$ cat src/rtl/frost32_fetch_unit_pkg.sv
// Shared types and constants for the Frost32 instruction fetch stage.
// Latency: n/a (types and constants only).
// Backpressure: n/a.
package frost32_fetch_unit_pkg;

    // Bus widths, mirrored from the core-wide definitions.
    localparam int unsigned AddrMsb = 31;
    localparam int unsigned DataMsb = 31;

    // Memory access encodings used on the instruction port.
    localparam logic       DiatRead = 1'b0;
    localparam logic [1:0] Dias32   = 2'b10;

    // Sequential fetch stride.
    localparam logic [AddrMsb:0] PcIncr = 32'd4;

    typedef enum logic [1:0] {
        StIdle = 2'd0,
        StWait = 2'd1,
        StDrop = 2'd2
    } fetch_state_t;

    typedef struct packed {
        logic [DataMsb:0] instr;
        logic [AddrMsb:0] pc;
    } FetchBufEntry;

    // Redirect targets are forced onto a word boundary.
    function automatic logic [AddrMsb:0] word_align(input logic [AddrMsb:0] addr);
        return {addr[AddrMsb:2], 2'b00};
    endfunction

endpackage

$ cat src/rtl/frost32_fetch_unit_if.sv
// Memory, redirect and decode-side signals of the fetch stage.
// Latency: n/a (wiring only).
// Backpressure: decode_ready stalls the head; mem_req is held until mem_ack.
interface frost32_fetch_unit_if;
    import frost32_fetch_unit_pkg::*;

    logic             mem_req;
    logic [AddrMsb:0] mem_addr;
    logic             mem_access_type;
    logic [1:0]       mem_access_size;
    logic             mem_ack;
    logic [DataMsb:0] mem_rdata;
    logic             redirect_en;
    logic [AddrMsb:0] redirect_pc;
    logic             instr_valid;
    logic [DataMsb:0] instr_data;
    logic [AddrMsb:0] instr_pc;
    logic             decode_ready;

    // Fetch unit side.
    modport master (
        output mem_req, mem_addr, mem_access_type, mem_access_size,
        output instr_valid, instr_data, instr_pc,
        input  mem_ack, mem_rdata, redirect_en, redirect_pc, decode_ready
    );

    // Memory / write-back / decode side.
    modport slave (
        input  mem_req, mem_addr, mem_access_type, mem_access_size,
        input  instr_valid, instr_data, instr_pc,
        output mem_ack, mem_rdata, redirect_en, redirect_pc, decode_ready
    );

endinterface

$ cat src/rtl/frost32_fetch_buffer.sv
// Small synchronous FIFO of fetched {instr, pc} entries with flush.
// Latency: push visible at head the cycle after; head is a register, no comb path from push data.
// Backpressure: caller must not push when full; pop when empty is ignored; flush wins over push.
module frost32_fetch_buffer
    import frost32_fetch_unit_pkg::*;
#(
    parameter int unsigned DEPTH = 2
) (
    input  logic                   clk,
    input  logic                   rst,
    input  logic                   i_push,
    input  FetchBufEntry           i_push_dat,
    input  logic                   i_pop,
    input  logic                   i_flush,
    output logic [$clog2(DEPTH):0] o_count,
    output logic                   o_head_vld,
    output FetchBufEntry           o_head_dat
);

    localparam int unsigned PtrW = $clog2(DEPTH);
    localparam int unsigned CntW = PtrW + 1;

    FetchBufEntry    r_mem [DEPTH];
    logic [PtrW-1:0] r_wr_ptr;
    logic [PtrW-1:0] r_rd_ptr;
    logic [CntW-1:0] r_count;
    logic            w_do_pop;
    logic            w_do_push;

    assign w_do_pop  = i_pop && (r_count != '0) && !i_flush;
    assign w_do_push = i_push && !i_flush;

    // Entry storage; cleared on reset so the head reads zero out of reset.
    always_ff @(posedge clk or posedge rst) begin
        if (rst) begin
            for (int i = 0; i < DEPTH; i++) begin
                r_mem[i] <= '0;
            end
        end else if (w_do_push) begin
            r_mem[r_wr_ptr] <= i_push_dat;
        end
    end

    // Pointer and occupancy bookkeeping; flush empties the queue in one cycle.
    always_ff @(posedge clk or posedge rst) begin
        if (rst) begin
            r_wr_ptr <= '0;
            r_rd_ptr <= '0;
            r_count  <= '0;
        end else if (i_flush) begin
            r_wr_ptr <= '0;
            r_rd_ptr <= '0;
            r_count  <= '0;
        end else begin
            if (w_do_push) begin
                r_wr_ptr <= r_wr_ptr + PtrW'(1);
            end
            if (w_do_pop) begin
                r_rd_ptr <= r_rd_ptr + PtrW'(1);
            end
            case ({w_do_push, w_do_pop})
                2'b10:   r_count <= r_count + CntW'(1);
                2'b01:   r_count <= r_count - CntW'(1);
                default: r_count <= r_count;
            endcase
        end
    end

    assign o_count    = r_count;
    assign o_head_vld = (r_count != '0);
    assign o_head_dat = r_mem[r_rd_ptr];

endmodule

$ cat src/rtl/frost32_fetch_unit.sv
// Frost32 fetch stage: owns the fetch PC, issues single-outstanding word reads, buffers words for decode.
// Latency: mem_ack at cycle N -> instr_valid at N+1; redirect at N -> new-PC request at N+1 when idle or acked.
// Backpressure: requests issue only while buffer slots remain (count + outstanding < BUF_DEPTH); decode_ready stalls the head.
module frost32_fetch_unit
    import frost32_fetch_unit_pkg::*;
#(
    parameter logic [31:0] RESET_PC  = 32'h0000_0000,
    parameter int unsigned BUF_DEPTH = 2
) (
    input  logic                 clk,
    input  logic                 rst,
    frost32_fetch_unit_if.master bus
);

    localparam int unsigned     CntW     = $clog2(BUF_DEPTH) + 1;
    localparam logic [CntW-1:0] DepthCnt = CntW'(BUF_DEPTH);

    fetch_state_t     r_state;
    logic [AddrMsb:0] r_fetch_pc;
    logic [AddrMsb:0] r_mem_addr;
    logic             r_mem_req;

    logic [CntW-1:0]  w_count;
    logic [CntW-1:0]  w_count_after;
    logic             w_head_vld;
    FetchBufEntry     w_head_dat;
    FetchBufEntry     w_push_dat;
    logic             w_pop;
    logic             w_push;
    logic [AddrMsb:0] w_next_pc;
    logic [AddrMsb:0] w_redirect_tgt;

    assign w_pop          = w_head_vld && bus.decode_ready;
    assign w_push         = (r_state == StWait) && bus.mem_ack && !bus.redirect_en;
    assign w_push_dat     = '{instr: bus.mem_rdata, pc: r_mem_addr};
    // Occupancy once this cycle's ack push and decode pop have both landed.
    assign w_count_after  = w_count + CntW'(1) - CntW'(w_pop);
    assign w_next_pc      = r_fetch_pc + PcIncr;
    assign w_redirect_tgt = word_align(bus.redirect_pc);

    frost32_fetch_buffer #(
        .DEPTH (BUF_DEPTH)
    ) u_buf (
        .clk        (clk),
        .rst        (rst),
        .i_push     (w_push),
        .i_push_dat (w_push_dat),
        .i_pop      (w_pop),
        .i_flush    (bus.redirect_en),
        .o_count    (w_count),
        .o_head_vld (w_head_vld),
        .o_head_dat (w_head_dat)
    );

    // Request FSM: redirects override everything; a request on the bus is never retracted.
    always_ff @(posedge clk or posedge rst) begin
        if (rst) begin
            r_state    <= StIdle;
            r_fetch_pc <= RESET_PC;
            r_mem_req  <= 1'b0;
            r_mem_addr <= '0;
        end else if (bus.redirect_en) begin
            r_fetch_pc <= w_redirect_tgt;
            // Buffer is flushed this cycle, so a slot is always free for the target.
            if ((r_state == StIdle) || bus.mem_ack) begin
                r_state    <= StWait;
                r_mem_req  <= 1'b1;
                r_mem_addr <= w_redirect_tgt;
            end else begin
                r_state <= StDrop;
            end
        end else begin
            case (r_state)
                StIdle: begin
                    if (w_count < DepthCnt) begin
                        r_state    <= StWait;
                        r_mem_req  <= 1'b1;
                        r_mem_addr <= r_fetch_pc;
                    end
                end
                StWait: begin
                    if (bus.mem_ack) begin
                        r_fetch_pc <= w_next_pc;
                        if (w_count_after < DepthCnt) begin
                            r_mem_addr <= w_next_pc;
                        end else begin
                            r_mem_req <= 1'b0;
                            r_state   <= StIdle;
                        end
                    end
                end
                StDrop: begin
                    // Stale word returns; go straight to the redirected PC (buffer is empty).
                    if (bus.mem_ack) begin
                        r_state    <= StWait;
                        r_mem_addr <= r_fetch_pc;
                    end
                end
                default: begin
                    r_state   <= StIdle;
                    r_mem_req <= 1'b0;
                end
            endcase
        end
    end

    assign bus.mem_req         = r_mem_req;
    assign bus.mem_addr        = r_mem_addr;
    assign bus.mem_access_type = DiatRead;
    assign bus.mem_access_size = Dias32;
    assign bus.instr_valid     = w_head_vld;
    assign bus.instr_data      = w_head_dat.instr;
    assign bus.instr_pc        = w_head_dat.pc;

endmodule

$ cat src/flat_wrapper.sv
// flat-port wrapper written by rule: the top's interface ports become plain ports
module frost32_fetch_unit_flat import frost32_fetch_unit_pkg::*;
#(
    parameter logic [31:0] RESET_PC  = 32'h0000_0000,
    parameter int unsigned BUF_DEPTH = 2
)
  (clk, rst, bus_mem_req, bus_mem_addr, bus_mem_access_type, bus_mem_access_size, bus_instr_valid, bus_instr_data, bus_instr_pc, bus_mem_ack, bus_mem_rdata, bus_redirect_en, bus_redirect_pc, bus_decode_ready);
  frost32_fetch_unit_if bus_i ();
  input  logic clk;
  input  logic rst;
  output wire logic [$bits(bus_i.mem_req)-1:0] bus_mem_req;
  output wire logic [$bits(bus_i.mem_addr)-1:0] bus_mem_addr;
  output wire logic [$bits(bus_i.mem_access_type)-1:0] bus_mem_access_type;
  output wire logic [$bits(bus_i.mem_access_size)-1:0] bus_mem_access_size;
  output wire logic [$bits(bus_i.instr_valid)-1:0] bus_instr_valid;
  output wire logic [$bits(bus_i.instr_data)-1:0] bus_instr_data;
  output wire logic [$bits(bus_i.instr_pc)-1:0] bus_instr_pc;
  input wire logic [$bits(bus_i.mem_ack)-1:0] bus_mem_ack;
  input wire logic [$bits(bus_i.mem_rdata)-1:0] bus_mem_rdata;
  input wire logic [$bits(bus_i.redirect_en)-1:0] bus_redirect_en;
  input wire logic [$bits(bus_i.redirect_pc)-1:0] bus_redirect_pc;
  input wire logic [$bits(bus_i.decode_ready)-1:0] bus_decode_ready;
  assign bus_mem_req = bus_i.mem_req;
  assign bus_mem_addr = bus_i.mem_addr;
  assign bus_mem_access_type = bus_i.mem_access_type;
  assign bus_mem_access_size = bus_i.mem_access_size;
  assign bus_instr_valid = bus_i.instr_valid;
  assign bus_instr_data = bus_i.instr_data;
  assign bus_instr_pc = bus_i.instr_pc;
  assign bus_i.mem_ack = bus_mem_ack;
  assign bus_i.mem_rdata = bus_mem_rdata;
  assign bus_i.redirect_en = bus_redirect_en;
  assign bus_i.redirect_pc = bus_redirect_pc;
  assign bus_i.decode_ready = bus_decode_ready;
  frost32_fetch_unit #(.RESET_PC(RESET_PC), .BUF_DEPTH(BUF_DEPTH)) u_core (.clk(clk), .rst(rst), .bus(bus_i));
endmodule
$ cat config.mk
export PLATFORM = sky130hd
export DESIGN_NAME = frost32_fetch_unit_flat
export DESIGN_NICKNAME = d
export VERILOG_FILES = /design/src/rtl/frost32_fetch_unit_pkg.sv /design/src/rtl/frost32_fetch_unit_if.sv /design/src/rtl/frost32_fetch_buffer.sv /design/src/rtl/frost32_fetch_unit.sv /design/src/flat_wrapper.sv
export SDC_FILE = /design/constraint.sdc
export NUM_CORES = 1
export LEC_CHECK = 0
export BUFFER_PORTS_ARGS = -buffer_cell sky130_fd_sc_hd__buf_2
export CORE_MARGIN = 2
export CORE_UTILIZATION = 52
export CTS_CLUSTER_SIZE = 30
export DETAILED_ROUTE_END_ITERATION = 16
export PLACE_DENSITY = 0.77
export SLEW_MARGIN = 25
export SYNTH_ARGS = -nofsm -noshare
export SYNTH_HDL_FRONTEND = slang
export SYNTH_HIERARCHICAL = 1
export SYNTH_SLANG_ARGS = --single-unit
$ cat constraint.sdc
create_clock -name clk -period 4.4 [get_ports clk]
set_clock_uncertainty 0.2 [all_clocks]
set_input_delay 0.66 -clock clk [delete_from_list [all_inputs] [get_ports clk]]
set_output_delay 0.66 -clock clk [all_outputs]
set_load 0.02 [all_outputs]
### After elaboration in Yosys (flattened, before gate mapping)

Cells that the tools add are included.

| storage, ports and cells | value |
|---|---|
| register bits | 199 |
| output and inout port bits | 101 |

| operators by class | value |
|---|---|
| add/sub/neg operators | 6 |
| order comparisons | 5 |
| eq/ne operators | 11 |
| muxes and demuxes | 35 |
| bitwise gates (word level) | 2 |
| reductions and logical operators | 21 |

Operator list:

| cell | number |
|---|---|
| two-way mux 32 bit | 9 |
| two-way mux 64 bit | 4 |
| bitwise mux 128 bit | 1 |
| case mux 32 bit (3 select lines) | 1 |
| demux 64 bit (select 1 bit) | 1 |
| adder 32 x 3 -> 32 bit (second input constant) | 1 |
| inequality test 3 bit (second input constant) | 5 |
| two-way mux 2 bit | 7 |
| nonzero test 2 bit | 5 |
| two-way mux 1 bit | 9 |
| logical AND 1 bit | 7 |
| case mux 2 bit (3 select lines) | 1 |
| AND reduction 6 bit | 1 |
| AND reduction 5 bit | 1 |
| == test 2 x 1 -> 1 bit (second input constant) | 2 |
| == test 2 bit (second input constant) | 2 |
| greater-or-equal comparator 2 bit (second input constant) | 2 |
| less-than comparator 2 bit (second input constant) | 2 |
| NOT 1 -> 2 bit | 2 |
| case mux 2 bit (2 select lines) | 1 |
| AND reduction 4 bit | 1 |
| nonzero test 4 bit | 1 |
| case mux 1 bit (3 select lines) | 1 |
| nonzero test 3 bit | 1 |
| other kinds (11) | 12 |

### Logic depth before layout (Yosys ltp)

| logic depth | value |
|---|---|
| word-level depth | 8 |
| gate-level depth with buffers | 9 |
| mapped depth without buffers | 6 |

### Hierarchy

The synthesis kept the hierarchy.

By module, submodules not included:

| module | instances | cells each | area an instance (µm²) | sequential area each (µm²) |
|---|---|---|---|---|
| frost32_fetch_buffer | 1 | 364 | 6359.8 | 3303.2 |
| frost32_fetch_unit | 1 | 487 | 4170.2 | 1601.5 |

### Worst setup path before layout

Ideal clock, no wire load.

| path | value |
|---|---|
| kind | register to register |
| from | reg u_core.u_buf.r_count[1], in the netlist u_core/u_buf/o_count[1] |
| to | reg u_core.r_mem_addr[14], in the netlist u_core/bus.mem_addr[14] |
| library setup time | 0.104 ns |
| arrival time | 2.248 ns |
| path slack | 1.848 ns |
| cell stages (with the launch flop) | 8 |
| path buffers | 1 |
| clock period less this slack | 2.552 ns |
| cells stage by stage | dfrtp_1 > or2_2 > a21boi_0 > xor2_1 > a221oi_1 > clkbuf_1 > nor2_1 > a221oi_1 |

| between the ends | value |
|---|---|
| cells in the longest elaborated chain, start to end | 6 |
| elaborated cells on any way between the ends | 9 |
| those cells by class | 2 x add/sub; 2 x order compare; 2 x eq/ne; 3 x reduce/logical |

Ends and longest elaborated chain:

| item | line | RTL |
|---|---|---|
| start: declaration | frost32_fetch_buffer.sv:26 | `logic [CntW-1:0] r_count;` |
| start signal: assignment | frost32_fetch_buffer.sv:62 | `2'b10: r_count <= r_count + CntW'(1);` |
| start signal: assignment | frost32_fetch_buffer.sv:63 | `2'b01: r_count <= r_count - CntW'(1);` |
| start signal: assignment | frost32_fetch_buffer.sv:64 | `default: r_count <= r_count;` |
| nonzero test 2 bit | frost32_fetch_buffer.sv:70 | `assign o_head_vld = (r_count != '0);` |
| net bus_instr_valid | flat_wrapper.sv:15 | `output wire logic [$bits(bus_i.instr_valid)-1:0] bus_instr_valid;` |
| logical AND 1 bit | frost32_fetch_unit.sv:33 | `assign w_pop = w_head_vld && bus.decode_ready;` |
| subtractor 2 x 1 -> 2 bit | frost32_fetch_unit.sv:37 | `assign w_count_after = w_count + CntW'(1) - CntW'(w_pop);` |
| less-than comparator 2 bit | frost32_fetch_unit.sv:84 | `if (w_count_after < DepthCnt) begin` |
| inequality test 3 bit (no source line) | -- |  |
| AND reduction 6 bit (no source line) | -- |  |
| end signal: assignment | frost32_fetch_unit.sv:78 | `r_mem_addr <= r_fetch_pc;` |
| end signal: assignment | frost32_fetch_unit.sv:85 | `r_mem_addr <= w_next_pc;` |
| end signal: assignment | frost32_fetch_unit.sv:96 | `r_mem_addr <= r_fetch_pc;` |
| end: declaration | frost32_fetch_unit.sv:20 | `logic [AddrMsb:0] r_mem_addr;` |

The timed path passes the listed nets, and every way through them passes these cells.
A chain may end at the register's enable or synchronous reset.

### Final worst setup path

| path | value |
|---|---|
| from | reg u_core.u_buf.r_count[1], in the netlist u_core/u_buf/o_count[1] |
| to | reg u_core.r_mem_addr[10], in the netlist u_core/bus.mem_addr[10] |

| between the ends | value |
|---|---|
| cells in the longest elaborated chain, start to end | 6 |
| elaborated cells on any way between the ends | 9 |
| those cells by class | 2 x add/sub; 2 x order compare; 2 x eq/ne; 3 x reduce/logical |

Ends and longest elaborated chain:

| item |
|---|
| parallel branches: the longest is 5 deep, another holds adder 2 x 1 -> 2 bit |
| AND reduction 6 bit (no source line) * |

Mark *: on every way between the ends.

==> results by group <==
Global routing
  – Initial antenna violation count: 0
  – Vias in the first global route: around 7,400
  – Congestion Overflow GR: 0
  – Largest net degree at the start of global routing: 81
  – First-pass GRT wire length: 39.7 mm
  – GR Util All Layers: 23.2%

Critical path
  – Crit path to: u_core/bus.mem_addr[10]
  – WS Path Type: reg -> reg
  – WP data arrival: about 3.4 ns
  – Crit Reg-Reg Startpoint: u_core/u_buf/o_count[1]
  – Crit-path max FO: 14
  – Flop2flop setup slack: 1.13 ns
  – Setup crit start kind: flop
  – Worst R2R End: u_core/bus.mem_addr[10]
  – Cell count of the worst reg-to-reg path: 7
  – WP data required: approximately 4.5 ns
  – Critical Path End Type: flop
  – Setup crit start: u_core/u_buf/o_count[1]

STA
  – Final Critical Period: 3.27 ns
  – Rel. slew slack: between 40% and 50%
  – Worst Tran Pin Value: 0.843 ns
  – Unrepaired setup endpoints after global routing: false
  – Setup violators final: 0
  – Pins Over Slew Limit: 0
  – Max frequency: 306 MHz
  – Final worst setup slack: 1.13 ns
  – Setup Total Neg Slack: 0 ns
  – Final Hold Viols: 0
  – Final period util: about three quarters

CTS
  – Worst-Skew Late Latency: 0.43 ns
  – CTS sink count: 196
  – H-Tree Depth: 4
  – CTS clk-pin slew, worst paths: 0.08 ns
  – CTS buffer count: 17
  – Maximum clock path buffer count: 2
  – Setup repair bufs after CTS: 0
  – Hold_buf cts: 0
  – CTS root buffer: clkbuf_16
  – TritonCTS clock tree: built
  – Post-CTS Resized: 0

Yosys
  – Top FF cell, synth: dfrtp_1
  – Post-synth EDFFs: 0
  – Syn Area/Cell: 12.4 sq um
  – Top cells by area, synth: dfrtp_1 47%, mux2_4 17%, mux2_2 8.8%
  – Post-synth top area cell: dfrtp_1
  – Synthesis Warnings: 6
  – Area share of the largest cell type after synthesis: 46.6%
  – FF+latch count, synth: 196
  – Cell variety after synth: 65
  – Cells after Synth: 851
  – Sequential-to-total area share from yosys stat: 46.6%
  – Post-Synthesis Cell Area: 10,500 sq um
  – Asr flop ratio synth: 100%

Die
  – Die H: 146 microns
  – Core area: approximately 20,000 sq um
  – Row count: 52
  – Starting Density: 52.5%
  – Chip Width: around 150 microns
  – Top Ports: 170
  – Die area: 21,400 sq um

Cells and area
  – Area Growth Syn to Fin: 13.8%
  – Final nets: 1,059
  – Layout cell share with drive strength beyond 1: 43.5%
  – Number of inserted diodes: 0

Power
  – Clock Power Share: 23.8%
  – Combinational power share: about a third
  – VDD IR max: 0.000275 V
  – PwrDens: 546 nW/um^2
  – Reg power frac: 42.0%
  – Leak: 5.54 nW
  – Int Pwr: 0.00423 W
  – Switching Fraction: 35.3%
  – Pwr Total: 0.00654 W
  – Switching power: 0.00231 W

Flow run
  – Maxcap violations: 0

Drt
  – Via density: around 5.7
  – DR iter-0 viols: 441
  – DR pass1 iterations: 7
  – # DRC: 0
  – Routed wire length: around 24 mm
  – Post-DRT Antenna Nets: 0
  – Vias: about 7,000
  – Routed wire per std cell: 19.2 microns

Placed design
  – Dpl ws: approximately 1.2 ns
  – I/O Buffers: 164
  – Routability Congestion: ~0.94
  – DP HPWL: 16.7 mm

Hold path
  – Min-Delay Path Class: in -> async

Status
  – Status: finished clean
-- routing by layer --
layer,vias up,wire (microns),GRT usage (%)
met2,305,11300,36.2
met3,47,1500,4.22
met5,-,0,0
met1,3521,10900,32.5
met4,0,709,9.37
li1,3343,-,-
-- flip-flops by register name (all words and copies together), names as in the netlist --
register               flops
u_core/u_buf/r_mem       128
u_core/bus.mem_addr       31
u_core/r_fetch_pc         30
u_core/r_state             2
u_core/u_buf/o_count       2
u_core/bus.mem_req         1
u_core/u_buf/r_rd_ptr      1
u_core/u_buf/r_wr_ptr      1
-- power groups by stage --
| stage | combinational, W | sequential (W) | clock [W] |
|---|---|---|---|
| after CTS | 0.00224 | 0.00274 | 0.00160 |
| after detailed placement | 0.00223 | 0.00276 | 0 |
| after global routing | 0.00237 | 0.00282 | 0.00168 |
| after floorplan | 0.00160 | 0.00270 | 0 |
| final | 0.00224 | 0.00275 | 0.00156 |
| after global placement | 0.00219 | 0.00272 | 0 |
-- cells in the mapped netlist, drive strengths merged, types with 9 or more instances --
master,instances
xnor2,29
nand3,17
o21ai,38
nand2,56
dfrtp,196
a21oi,11
inv,11
clkbuf,29
mux2i,9
buf,34
nand4,16
mux2,202
xor2,16
nor2,50
nor4,14
a31oi,11
nor3,17
-- placed cells by master (no fill, tap or decap), drive strengths merged, types with 17 or more instances in the layout --
| cell | count |
|---|---|
| xnor2 | 29 |
| nand2 | 56 |
| inv | 20 |
| mux2 | 202 |
| buf | 181 |
| clkbuf | 17 |
| nor3 | 17 |
| nand3 | 17 |
| o21ai | 38 |
| dfrtp | 196 |
| nor2 | 50 |
-- how the worst min path moves through the flow --
stage | slack, ns | start | cells after the start | to
floorplan | 0.27 | u_core/u_buf/r_mem[13] | 1 | u_core/u_buf/r_mem[13]
CTS | 0.25 | bus_redirect_pc[24] | 3 | u_core/r_fetch_pc[24]
global placement | 0.27 | u_core/bus.mem_req | 1 | u_core/bus.mem_req
finish | 0.16 | rst | 2 | u_core/u_buf/r_mem[6]
detailed placement | 0.27 | u_core/bus.mem_req | 1 | u_core/bus.mem_req
global route | 0.22 | rst | 2 | u_core/u_buf/r_mem[6]
-- cell type report --
type	instances	area, sq um
Tap cell	270	338
Fill cell	1679	8050
Timing Repair Buffer	181	977
Inverter	12	51.3
Clock inverter	15	179
Clock buffer	17	425
Sequential cell	196	4910
Multi-Input combinational cell	581	5110
-- stage by stage --
stage,hold WS (ns),area [sq um],std cells,util [%]
final,0.164,12000,1272,59.8
after global routing,0.224,12000,1272,59.8
after CTS,0.246,12000,1271,59.7
after detailed placement,0.268,11400,1239,56.7
after global placement,0.275,11400,1239,56.7
after floorplan,0.274,10500,852,-
-- cell families after synthesis --
group	count (synthesis)	share of synthesized area (%)
adder cells (fa/ha/maj)	1	0.119
AO/OA/AOI/OAI	104	6.67
buffers and inverters	75	5.13
flip-flops	196	46.6
XOR/XNOR	45	3.74
AND/OR/NAND/NOR	217	11.0
multiplexers	211	26.7
other	2	0.0713
-- worst max-delay path, cell delays in order (launching register included) --
cell and delay [ns]:
dfrtp_1 0.51, or2_2 0.34, a21boi_0 0.38, xor2_1 0.64, a221o_1 0.51, buf_4 0.27, nor3_1 0.07, a311oi_1 0.26
(Power assumes the default switching activity.)
